File: src/rtl/mult8_sched_pkg.sv
// mult8_sched_pkg: shared state encoding, default width and requester ids.
// Rev 1.0
`default_nettype none
package mult8_sched_pkg;
  localparam int DEFAULT_WIDTH = 8;
  localparam logic ID_A = 1'b0;
  localparam logic ID_B = 1'b1;

  typedef enum logic [1:0] {
    IDLE = 2'd0,
    RUN  = 2'd1,
    DONE = 2'd2
  } state_t;
endpackage
`default_nettype wire

File: src/rtl/mult8_sched_shift_add_dp.sv
// shift_add_dp: operand, accumulator and counter registers for the shift-add multiply.
// Rev 1.0
`default_nettype none
module shift_add_dp #(
  parameter int WIDTH = 8
) (
  input  logic               clk,
  input  logic               sig,
  input  logic               load,
  input  logic               step,
  input  logic [WIDTH-1:0]   ina,
  input  logic [WIDTH-1:0]   inb,
  output logic               last_step,
  output logic [2*WIDTH-1:0] product
);
  localparam int CW = (WIDTH > 1) ? $clog2(WIDTH) : 1;
  localparam logic [CW-1:0] LAST_CNT = CW'(WIDTH - 1);

  logic [WIDTH-1:0]   mcand;
  logic [WIDTH-1:0]   mplier;
  logic [2*WIDTH-1:0] acc;
  logic [CW-1:0]      cnt;
  logic [2*WIDTH-1:0] addend;

  // product is the accumulator value after the current step completes
  assign addend    = mplier[0] ? ({{WIDTH{1'b0}}, mcand} << cnt) : '0;
  assign product   = acc + addend;
  assign last_step = step && (cnt == LAST_CNT);

  always_ff @(posedge clk) begin
    if (sig) begin
      mcand  <= '0;
      mplier <= '0;
      acc    <= '0;
      cnt    <= '0;
    end else if (load) begin
      mcand  <= ina;
      mplier <= inb;
      acc    <= '0;
      cnt    <= '0;
    end else if (step) begin
      acc    <= product;
      mplier <= mplier >> 1;
      cnt    <= cnt + CW'(1);
    end
  end
endmodule
`default_nettype wire

File: src/rtl/mult8_sched.sv
// mult8_sched: round-robin arbiter sharing one shift-add multiplier between two requesters.
// Rev 1.0
`default_nettype none
module mult8_sched
  import mult8_sched_pkg::*;
#(
  parameter int WIDTH = DEFAULT_WIDTH
) (
  input  logic               clk,
  input  logic               sig,
  input  logic               req_a_valid,
  output logic               req_a_ready,
  input  logic [WIDTH-1:0]   req_a_ina,
  input  logic [WIDTH-1:0]   req_a_inb,
  input  logic               req_b_valid,
  output logic               req_b_ready,
  input  logic [WIDTH-1:0]   req_b_ina,
  input  logic [WIDTH-1:0]   req_b_inb,
  output logic               rsp_valid,
  input  logic               rsp_ready,
  output logic [2*WIDTH-1:0] rsp_out,
  output logic               rsp_id
);
  state_t             state, state_next;
  logic               prio;
  logic               grant_a, grant_b;
  logic               load, step, last_step;
  logic [WIDTH-1:0]   op_a, op_b;
  logic [2*WIDTH-1:0] product;

  assign grant_a = req_a_valid && (!req_b_valid || prio == ID_A);
  assign grant_b = req_b_valid && (!req_a_valid || prio == ID_B);
  assign op_a    = grant_b ? req_b_ina : req_a_ina;
  assign op_b    = grant_b ? req_b_inb : req_a_inb;

  always_comb begin
    state_next  = state;
    req_a_ready = 1'b0;
    req_b_ready = 1'b0;
    load        = 1'b0;
    step        = 1'b0;
    case (state)
      IDLE: begin
        if (!sig) begin
          req_a_ready = grant_a;
          req_b_ready = grant_b;
          if (grant_a || grant_b) begin
            load       = 1'b1;
            state_next = RUN;
          end
        end
      end
      RUN: begin
        step = 1'b1;
        if (last_step) state_next = DONE;
      end
      DONE: begin
        if (rsp_ready) state_next = IDLE;
      end
      default: state_next = IDLE;
    endcase
  end

  always_ff @(posedge clk) begin
    if (sig) begin
      state   <= IDLE;
      prio    <= ID_A;
      rsp_id  <= ID_A;
      rsp_out <= '0;
    end else begin
      state <= state_next;
      if (load) begin
        prio   <= ~prio;
        rsp_id <= grant_b ? ID_B : ID_A;
      end
      // capture the final sum so the output holds steady through backpressure
      if (last_step) rsp_out <= product;
    end
  end

  assign rsp_valid = (state == DONE);

  shift_add_dp #(.WIDTH(WIDTH)) u_dp (
    .clk       (clk),
    .sig       (sig),
    .load      (load),
    .step      (step),
    .ina       (op_a),
    .inb       (op_b),
    .last_step (last_step),
    .product   (product)
  );
endmodule
`default_nettype wire

File: config.mk
export PLATFORM = sky130hd
export DESIGN_NAME = mult8_sched
export DESIGN_NICKNAME = d
export VERILOG_FILES = /design/src/rtl/mult8_sched_pkg.sv /design/src/rtl/mult8_sched_shift_add_dp.sv /design/src/rtl/mult8_sched.sv
export SDC_FILE = /design/constraint.sdc
export NUM_CORES = 1
export LEC_CHECK = 0
export CAP_MARGIN = 40
export CORE_ASPECT_RATIO = 0.5
export CORE_MARGIN = 4
export CORE_UTILIZATION = 30
export CTS_CLUSTER_SIZE = 30
export DETAILED_ROUTE_END_ITERATION = 8
export REMOVE_ABC_BUFFERS = 1
export SLEW_MARGIN = 20
export SYNTH_ARGS = -nofsm -noshare
export SYNTH_HDL_FRONTEND = slang
export SYNTH_HIERARCHICAL = 1
export SYNTH_SLANG_ARGS = --single-unit
export TNS_END_PERCENT = 30
File: constraint.sdc
create_clock -name clk -period 3.8 [get_ports clk]
set_input_delay 0.76 -clock clk [delete_from_list [all_inputs] [get_ports clk]]
set_output_delay 0.76 -clock clk [all_outputs]
set_load 0.02 [all_outputs]
# ---- Yosys cells after proc, flatten, opt, wreduce, memory -nomap -nowiden
# Index checks and enable logic that the tools add are counted.
dict set report classes {
  add_sub_neg 2
  eq_ne 6
  shift 1
  mux 18
  bitwise 1
  reduce_logical 12
}
# cell count
set ops {}
lappend ops {{2-to-1 mux 8 bit} 4}
lappend ops {{adder 16 bit} 1}
lappend ops {{2-to-1 mux 16 bit} 1}
lappend ops {{left shift 8 x 3 -> 16 bit} 1}
lappend ops {{2-to-1 mux 1 bit} 9}
lappend ops {{2-to-1 mux 2 bit} 3}
lappend ops {{case mux 2 bit (3 select lines)} 1}
lappend ops {{!= test 2 bit, second input constant} 2}
lappend ops {{adder 3 x 1 -> 3 bit, second input constant} 1}
lappend ops {{== test 3 bit, second input constant} 1}
lappend ops {{logical AND 1 bit} 3}
lappend ops {{logical OR 1 bit} 3}
lappend ops {{AND reduction 3 bit} 1}
lappend ops {{== test 2 x 1 -> 1 bit, second input constant} 1}
lappend ops {{== test 2 bit, second input constant} 1}
lappend ops {{logical NOT 1 bit} 2}
lappend ops {{logical NOT 2 bit} 1}
lappend ops {{!= test 2 x 1 -> 1 bit, second input constant} 1}
lappend ops {{nonzero test 2 bit} 1}
lappend ops {{OR reduction 2 bit} 1}
lappend ops {{inverter 1 bit} 1}
dict set report totals {
  register_bits 55
  out_inout_bits 20
  wordCells 48
}

# ---- Longest topological paths before layout
# Gate-level depths: netlist (run 1).
dict set report logic_depth {
  word_depth 8
  mapped_depth 16
}

# ---- By module
# The synthesis (run 1) kept the hierarchy.
# module n_inst cells_per_inst area_per_inst_um2 seq_area_each_um2
set by_module_without_submodules {}
lappend by_module_without_submodules {shift_add_dp 1 319 2523.7 700.7}
lappend by_module_without_submodules {mult8_sched 1 94 1007.2 400.4}

# ---- Worst setup path before layout (run 1)
# OpenSTA, ideal clock, no wires.
dict set report synth_path {
  path_kind {register -> register}
  startpoint {register u_dp.cnt[1]}
  endpoint {register u_dp.acc[14]}
  setup_ps 63
  arrival_ps 3078
  path_slack_ps 659
  path_stages_with_launch 14
  path_buffers 2
  synth_period_minus_slack_ps 3141
  path_cell_list {dfxtp_1 > clkbuf_1 > clkbuf_1 > mux2i_1 > nand2_1 > o21ai_0 > mux2i_1 > and2_1 > ha_1 > a21o_1 > a311o_1 > and3_4 > or4_1 > nand3_1}
}
dict set report synth_between {
  elab_chain_cells 3
}
# item line_no
set synth_rtl {}
lappend synth_rtl {{from (decl)} mult8_sched_shift_add_dp.sv:22} ;# logic [CW-1:0] cnt;
lappend synth_rtl {{from (signal assigned)} mult8_sched_shift_add_dp.sv:44} ;# cnt <= cnt + CW'(1);
lappend synth_rtl {{left shift 8 x 3 -> 16 bit} mult8_sched_shift_add_dp.sv:26} ;# assign addend = mplier[0] ? ({{WIDTH{1'b0}}, mcand} << cnt) : '0;
lappend synth_rtl {{2-to-1 mux 16 bit} mult8_sched_shift_add_dp.sv:26}
lappend synth_rtl {{adder 16 bit} mult8_sched_shift_add_dp.sv:27} ;# assign product = acc + addend;
lappend synth_rtl {{to (signal assigned)} mult8_sched_shift_add_dp.sv:42} ;# acc <= product;
lappend synth_rtl {{to (decl)} mult8_sched_shift_add_dp.sv:21} ;# logic [2*WIDTH-1:0] acc;
# Every way passes these cells.
# A chain may end at the register's enable or synchronous reset.

# ---- Worst setup path in the final report (run 1)
dict set report layout_path {
  startpoint {register u_dp.cnt[1]}
  endpoint {register rsp_out[13]}
}
dict set report layout_between {
  elab_chain_cells 3
}
# item line_no
set layout_rtl {}
lappend layout_rtl {{left shift 8 x 3 -> 16 bit} mult8_sched_shift_add_dp.sv:26}
lappend layout_rtl {{2-to-1 mux 16 bit} mult8_sched_shift_add_dp.sv:26}
lappend layout_rtl {{adder 16 bit} mult8_sched_shift_add_dp.sv:27}
lappend layout_rtl {{net product[13]} mult8_sched.sv:29} ;# logic [2*WIDTH-1:0] product;
lappend layout_rtl {{to (signal assigned)} mult8_sched.sv:77} ;# if (last_step) rsp_out <= product;
lappend layout_rtl {{to (decl)} mult8_sched.sv:21} ;# output logic [2*WIDTH-1:0] rsp_out,
# The timed path passes the listed nets, and every way through them passes these cells.

==> results.md, run 1 <==
- Maxcap violations: 0
- Post-synth top flop: dfxtp_1
- Synthesized flop and latch total: 55
- CTS H-Tree Depth: 2
- Vias/cell: 4.790
- # placed instances: 606
- CTS resizes: 0
- Final instance area: 4380 um2
- Clk Latency, worst-skew pair: 290 ps
- Non-Filler Instances: 615
- Yosys warnings: 6
- Clock Root Buffer: clkbuf_16
- Worst slew pin tran: 552.3 ps
- Largest net degree at the start of global routing: 39
- Crit share post-route: 0.9034
- EDFF count, synth: 0
- Skew final: 5.045 ps
- Final Hold Slack: 488.0 ps
- DRT antenna net count: 0
- Min Tclk post-route: 3433 ps
- Crit path DAT: 3600 ps
- Sequential fraction of the synthesis area: 0.3118
- CTS Sinks: 55
- Setup WS post-layout: 367.0 ps
- Drt wl/cell: 13.22 um
- Worst reg2reg setup slack: 370 ps
- Fmax: 291.3 MHz
- Hold Vio Cnt, Final: 0
- Place WS: 420.7 ps
- Final wirelength: 8.128 mm
- Die height: 84.72 um
- GRT Util Overall: 0.1189
- Mapped cell area: 3531 um2
- Via count: 2946
- Status: finished, final reports clean
- Final GP Congestion: 0.9185
- Core ar.: 11250 um2
- Clock buffer count from CTS: 5
- DR pass1 iterations: 4
- Post-Route Setup TNS: 0 ps
- Global-route wire length before repair: 13.62 mm
- VDD IR-drop max: 0.1580 mV
- Top cell type's share of synthesized area: 0.3118
- # hold bufs at CTS: 0
- Rows: 27
- Hold Path Origin: u_dp/acc[13]
- Worst slew margin: 0.6313
- PwrDens: 303.3 nW/um2
- DRC viols: 0
- DP HPWL: 5.910 mm
- Asr flop ratio synth: 0
- Gr ovfl total: 0
- Unrepaired setup endpoints after global routing: no
- Syn avg cell area: 8.549 um2
- Area grow syn2layout: 24.06%
- Top-count cell post-synth: nor2_1
- Final setup violating endpoints: 0
- Clk slew on worst S/H paths: 70 ps
- WP data required: 3970 ps
- Netlist cell types: 56
- Vias in the first global route: 2752
- Area leader, netlist: dfxtp_1
- TritonCTS clock tree: built
- Die width: 161.4 um
- Post-CTS setup buffers: 0
- Critical path startpoint category: flop
- Leakage power: 1.750 nW
- Worst-path maximum fanout: 15
- Final nets: 510
- Initial antenna violation count: 0
- Worst min path class: flop to flop
- Starting Density: 0.3139
- Setup Crit Path Kind: flop to flop
- FF-to-FF End: rsp_out[13]
- Cells on worst reg2reg path: 11
- Hold Path Stages: 2
- Max Buffers Root-to-Sink: 2
- Worst hold endpoint: u_dp/acc[13]
- Crit. End Element: flop
- Full die area: 13680 um2
- Layout cell share with drive strength beyond 1: 0.09868
- Antenna diodes: 0
- I/O pin count: 57
- DR iter-0 viols: 230
- Worst reg2reg startpoint: u_dp/cnt[1]
- Max-slew violation count: 0
- Synth area leaders: dfxtp_1 31%, mux2i_1 14%, nor2_1 8.0%, ha_1 6.0%, a21oi_1 4.3%
- Port bufs: 56
- Dpl cell area: 4199 um2
- Cells after synthesis: 413
- Synth cell count leaders: 75 x nor2_1, 55 x dfxtp_1, 50 x mux2i_1, 30 x a21oi_1
## how the worst max path moves through the flow
stage	startpoint	endpoint	slack, ps	cells after the start
floorplan	sig	u_dp/acc[15]	510	6
global placement	u_dp/cnt[1]	rsp_out[13]	470	11
finish	u_dp/cnt[1]	rsp_out[13]	370	11
global route	u_dp/cnt[1]	rsp_out[13]	160	11
detailed placement	u_dp/cnt[1]	rsp_out[13]	420	11
CTS	u_dp/cnt[1]	rsp_out[13]	400	11
## placed cells by master, fill, tap and decap left out, types with 2 or more instances in the layout
cell type / synthesis / final
a211oi_1: 3 / 3
a21o_1: 5 / 5
a21oi_1: 30 / 30
a22o_1: 2 / 2
a311o_1: 2 / 2
a31o_2: 3 / 3
and2_1: 7 / 7
and4_1: 2 / 2
buf_4: 1 / 6
clkbuf_16: 0 / 5
clkdlybuf4s50_1: 0 / 56
dfxtp_1: 55 / 55
ha_1: 17 / 17
inv_1: 9 / 9
mux2_2: 12 / 12
mux2_4: 8 / 8
mux2i_1: 50 / 50
nand2_1: 16 / 16
nand2b_1: 4 / 4
nand3_1: 14 / 14
nand4_1: 3 / 3
nor2_1: 75 / 74
nor2b_1: 7 / 6
nor3_1: 5 / 5
o21ai_0: 11 / 11
or3_1: 8 / 8
or4_1: 2 / 2
xnor2_1: 10 / 10
xor2_1: 2 / 2
## power breakdown
group          switching (W)  internal [W]
combinational      0.0000846      0.000100
clock               0.000204      0.000328
sequential         0.0000201      0.000592
## kinds of logic (layout without fill, tap and decap cells)
group | after synthesis | after routing | share of synthesized area
AOI/OAI and AO/OA | 70 | 70 | 0.1283
xor gates and xnor gates | 12 | 12 | 0.02977
adders and majority gates | 18 | 18 | 0.06591
buffers and inverters | 37 | 80 | 0.04854
DFF | 55 | 55 | 0.3118
muxes | 70 | 70 | 0.2140
and+or+nand+nor | 151 | 151 | 0.2016
## critical path: stages, from the launching register on
cell and delay, ps:
dfxtp_1 670, mux2_2 410, and2_1 170, o311a_1 340, ha_1 380, a21oi_1 230, o21ai_0 140, a31o_2 260
or3_1 350, and2_1 170, mux2i_1 140, nor2_1 50
## routing by layer
layer	track usage	up-vias	part of all wire
met5	0	-	0
met2	0.1740	82	0.41
met1	0.1762	1320	0.52
met3	0.02452	7	0.056
met4	0.03096	0	0.0092
li1	-	1537	-
## per-stage QoR
stage | utilization | total power (W)
after floorplan | - | 0.0007307
after global placement | 0.3733 | 0.0008082
after detailed placement | 0.3733 | 0.0008100
after CTS | 0.3887 | 0.001352
after global routing | 0.3894 | 0.001399
final | 0.3894 | 0.001329
## area by class of cell
cell class	count	area, um2
repair buffers	62	605.6
multi-input cells	321	2263
fillers	1154	6869
inverters	10	37.54
clock inverters	2	35.03
well taps	159	198.9
flip-flops and latches	55	1101
clock buffers	6	138.9
## registers in the layout, summed over array words and instances, names as in the netlist
name / flops
u_dp/acc: 16
u_dp/mplier: 8
rsp_out: 16
state: 2
u_dp/mcand: 8
u_dp/cnt: 3
rsp_id: 1
prio: 1
No activity file was read; power rests on OpenSTA's default activity.
==> run 2: changes to the inputs <==
CTS_CLUSTER_DIAMETER = 100   (was unset)
GPL_ROUTABILITY_DRIVEN = 1   (was unset)
==> results of run 2 <==
Same layout as run 1: the final DEF is identical, and so are final timing and power.
==> run 3: changes to the inputs <==
CTS_BUF_LIST = sky130_fd_sc_hd__clkbuf_4   (was unset)
==> run 3 against run 2 <==
Flip-flop and latch count unchanged. Largest power group unchanged. Cell count did not move. Count of clock-buffer cells in the layout decreased by 1. Worst hold slack improved by 11 ps. Largest cell class unchanged. Clock skew grew 4.5 ps. Total power shrank 16%. Sequential power barely moved. Non-clock buffer count unchanged.
==> results.md, run 3 (same netlist as run 1, synthesis figures left out) <==
- Status: finished, final reports clean (unchanged)
- PwrDens: 260.8 nW/um2 (was 303.3 nW/um2)
- Sw frac: 0.2584 (was 0.2325)
- Sw power: 0.0002886 W (was 0.0003090 W)
- # hold bufs at CTS: 0 (unchanged)
- CP peak stage delay: 700 ps (was 670 ps)
- Clk slew on worst S/H paths: 150 ps (was 70 ps)
- Post-CTS setup buffers: 0 (unchanged)
- Final GP Congestion: 0.9185 (unchanged)
- Hold Path Stages: 2 (unchanged)
- Die height: 84.72 um (unchanged)
- DP HPWL: 5.910 mm (unchanged)
- Crit share post-route: 0.9069 (was 0.9034)
- # placed instances: 606 (unchanged)
- Core Util, Final: 0.3807 (was 0.3894)
- Power share of the clock group: 0.286 (was 0.400)
- I/O pin count: 57 (unchanged)
- Full die area: 13680 um2 (unchanged)
- Unrepaired setup endpoints after global routing: no (unchanged)
- DRC viols: 0 (unchanged)
- Gr ovfl total: 0 (unchanged)
- Max Buffers Root-to-Sink: 2 (unchanged)
- Clock buffer count from CTS: 5 (unchanged)
- Critical path startpoint category: flop (unchanged)
- Initial antenna violation count: 0 (unchanged)
- Starting Density: 0.3139 (unchanged)
- Most common cell after layout, fill and taps aside: nor2_1 (unchanged)
- Core ar.: 11250 um2 (unchanged)
- Fmax: 290.2 MHz (was 291.3 MHz)
- Vias/cell: 4.833 (was 4.790)
- Min Tclk post-route: 3446 ps (was 3433 ps)
- Most used cell, CP: and2_1 (unchanged)
- Cells on worst reg2reg path: 11 (unchanged)
- Rows: 27 (unchanged)
- Global-route wire length before repair: 13.54 mm (was 13.62 mm)
- Non-Filler Instances: 615 (unchanged)
- DR iter-0 viols: 238 (was 230)
- Final Hold Slack: 498.5 ps (was 488.0 ps)
- Crit path DAT: 3730 ps (was 3600 ps)
- Hold Vio Cnt, Final: 0 (unchanged)
- Post-Route Setup TNS: 0 ps (unchanged)
- Leakage power: 1.706 nW (was 1.750 nW)
- Max-slew violation count: 0 (unchanged)
- Final setup violating endpoints: 0 (unchanged)
- DRT antenna net count: 0 (unchanged)
- Maxcap violations: 0 (unchanged)
- Gate power share: 0.166 (was 0.139)
- Antenna diodes: 0 (unchanged)
- Worst-path maximum fanout: 15 (unchanged)
- Hold Path Origin: rsp_id (was u_dp/acc[13])
- VDD IR-drop max: 0.1114 mV (was 0.1580 mV)
- CTS Sinks: 55 (unchanged)
- Worst min path class: flop to flop (unchanged)
- Setup Crit Path Kind: flop to flop (unchanged)
- GRT Util Overall: 0.1182 (was 0.1189)
- WP data required: 4080 ps (was 3970 ps)
- Layout cell share with drive strength beyond 1: 0.09649 (was 0.09868)
- Largest registers: rsp_out x16, u_dp/acc x16 (unchanged)
- Worst reg2reg setup slack: 350 ps (was 370 ps)
- Drt wl/cell: 13.09 um (was 13.22 um)
- Int Power: 0.0008282 W (was 0.001020 W)
- Via count: 2972 (was 2946)
- DR pass1 iterations: 4 (unchanged)
- CTS H-Tree Depth: 2 (unchanged)
- Worst slew margin: 0.6369 (was 0.6313)
- Sequential share of power: 0.548 (was 0.460)
- Final nets: 510 (unchanged)
- TritonCTS clock tree: built (unchanged)
- Final wirelength: 8.050 mm (was 8.128 mm)
- Clk Latency, worst-skew pair: 390 ps (was 290 ps)
- Vias in the first global route: 2726 (was 2752)
- Largest net degree at the start of global routing: 39 (unchanged)
- Skew final: 9.589 ps (was 5.045 ps)
- Worst slew pin tran: 543.9 ps (was 552.3 ps)
- Clock Root Buffer: clkbuf_4 (was clkbuf_16)
- Crit-path cells: mux2_2 -> and2_1 -> o311a_1 -> ha_1 -> a21oi_1 -> o21ai_0 -> a31o_2 -> or3_1 -> and2_1 -> mux2i_1 -> nor2_1 (unchanged)
- CP max stage cell: dfxtp_1 (unchanged)
- CTS resizes: 0 (unchanged)
- Worst reg2reg startpoint: u_dp/cnt[1] (unchanged)
- Port bufs: 56 (unchanged)
- Commonest non-fill, non-tap cells in the layout: 74 x nor2_1, 56 x clkdlybuf4s50_1, 55 x dfxtp_1 (unchanged)
- CP Launch Point: u_dp/cnt[1] (unchanged)
- Area grow syn2layout: 21.30% (was 24.06%)
- Die width: 161.4 um (unchanged)
- Crit. End Element: flop (unchanged)
==> run 3: changes by cell type in the layout (fill, tap and decap cells not counted), sizes merged <==
cell,previous run,this run
clkbuf,6,5
clkinv,1,2
==> run 3: final cells by class <==
type                    count  area [um2]
fillers                  1169        6967
multi-input cells         321        2263
flip-flops and latches     55        1101
repair buffers             62       605.6
well taps                 159       198.9
clock inverters             3       38.79
clock buffers               5       37.54
inverters                  10       37.54
==> run 3: final timing paths <==
| check | endpoint |
|---|---|
| setup / recovery | rsp_out[13] |
| hold / removal | rsp_id |
| setup reg to reg | rsp_out[13] |
| hold reg to reg | rsp_id |
==> run 3: power groups by stage <==
stage	Clock, W	Combinational, W	Sequential [W]
5_1_grt	0.000368	0.000204	0.000616
4_1_cts	0.000342	0.000186	0.000613
2_1_floorplan	0	0.000110	0.000621
3_5_place_dp	0	0.000185	0.000625
3_3_place_gp	0	0.000184	0.000625
6_report	0.000320	0.000185	0.000612
==> run 3: routing by layer <==
metal / part of all wire / global-route usage
met2: 0.40 / 0.1732
met5: 0 / 0
met4: 0.011 / 0.03096
met3: 0.055 / 0.02452
met1: 0.53 / 0.1747
==> run 3: per-stage QoR <==
step	cell area (um2)	setup slack [ps]	total power, W
after floorplan	3397	505.3	0.0007307
after global placement	4199	472.1	0.0008082
after detailed placement	4199	420.7	0.0008100
after CTS	4275	392.5	0.001141
after global routing	4283	154.6	0.001188
final	4283	353.7	0.001117
==> run 3: critical path, delay by kind of cell (launching register included) <==
kind / cells / cell delay, ps
multiplexers: 2 / 540
AO/OA/AOI/OAI: 4 / 980
flip-flops: 1 / 700
adder cells (fa/ha/maj): 1 / 380
AND/OR/NAND/NOR: 4 / 740
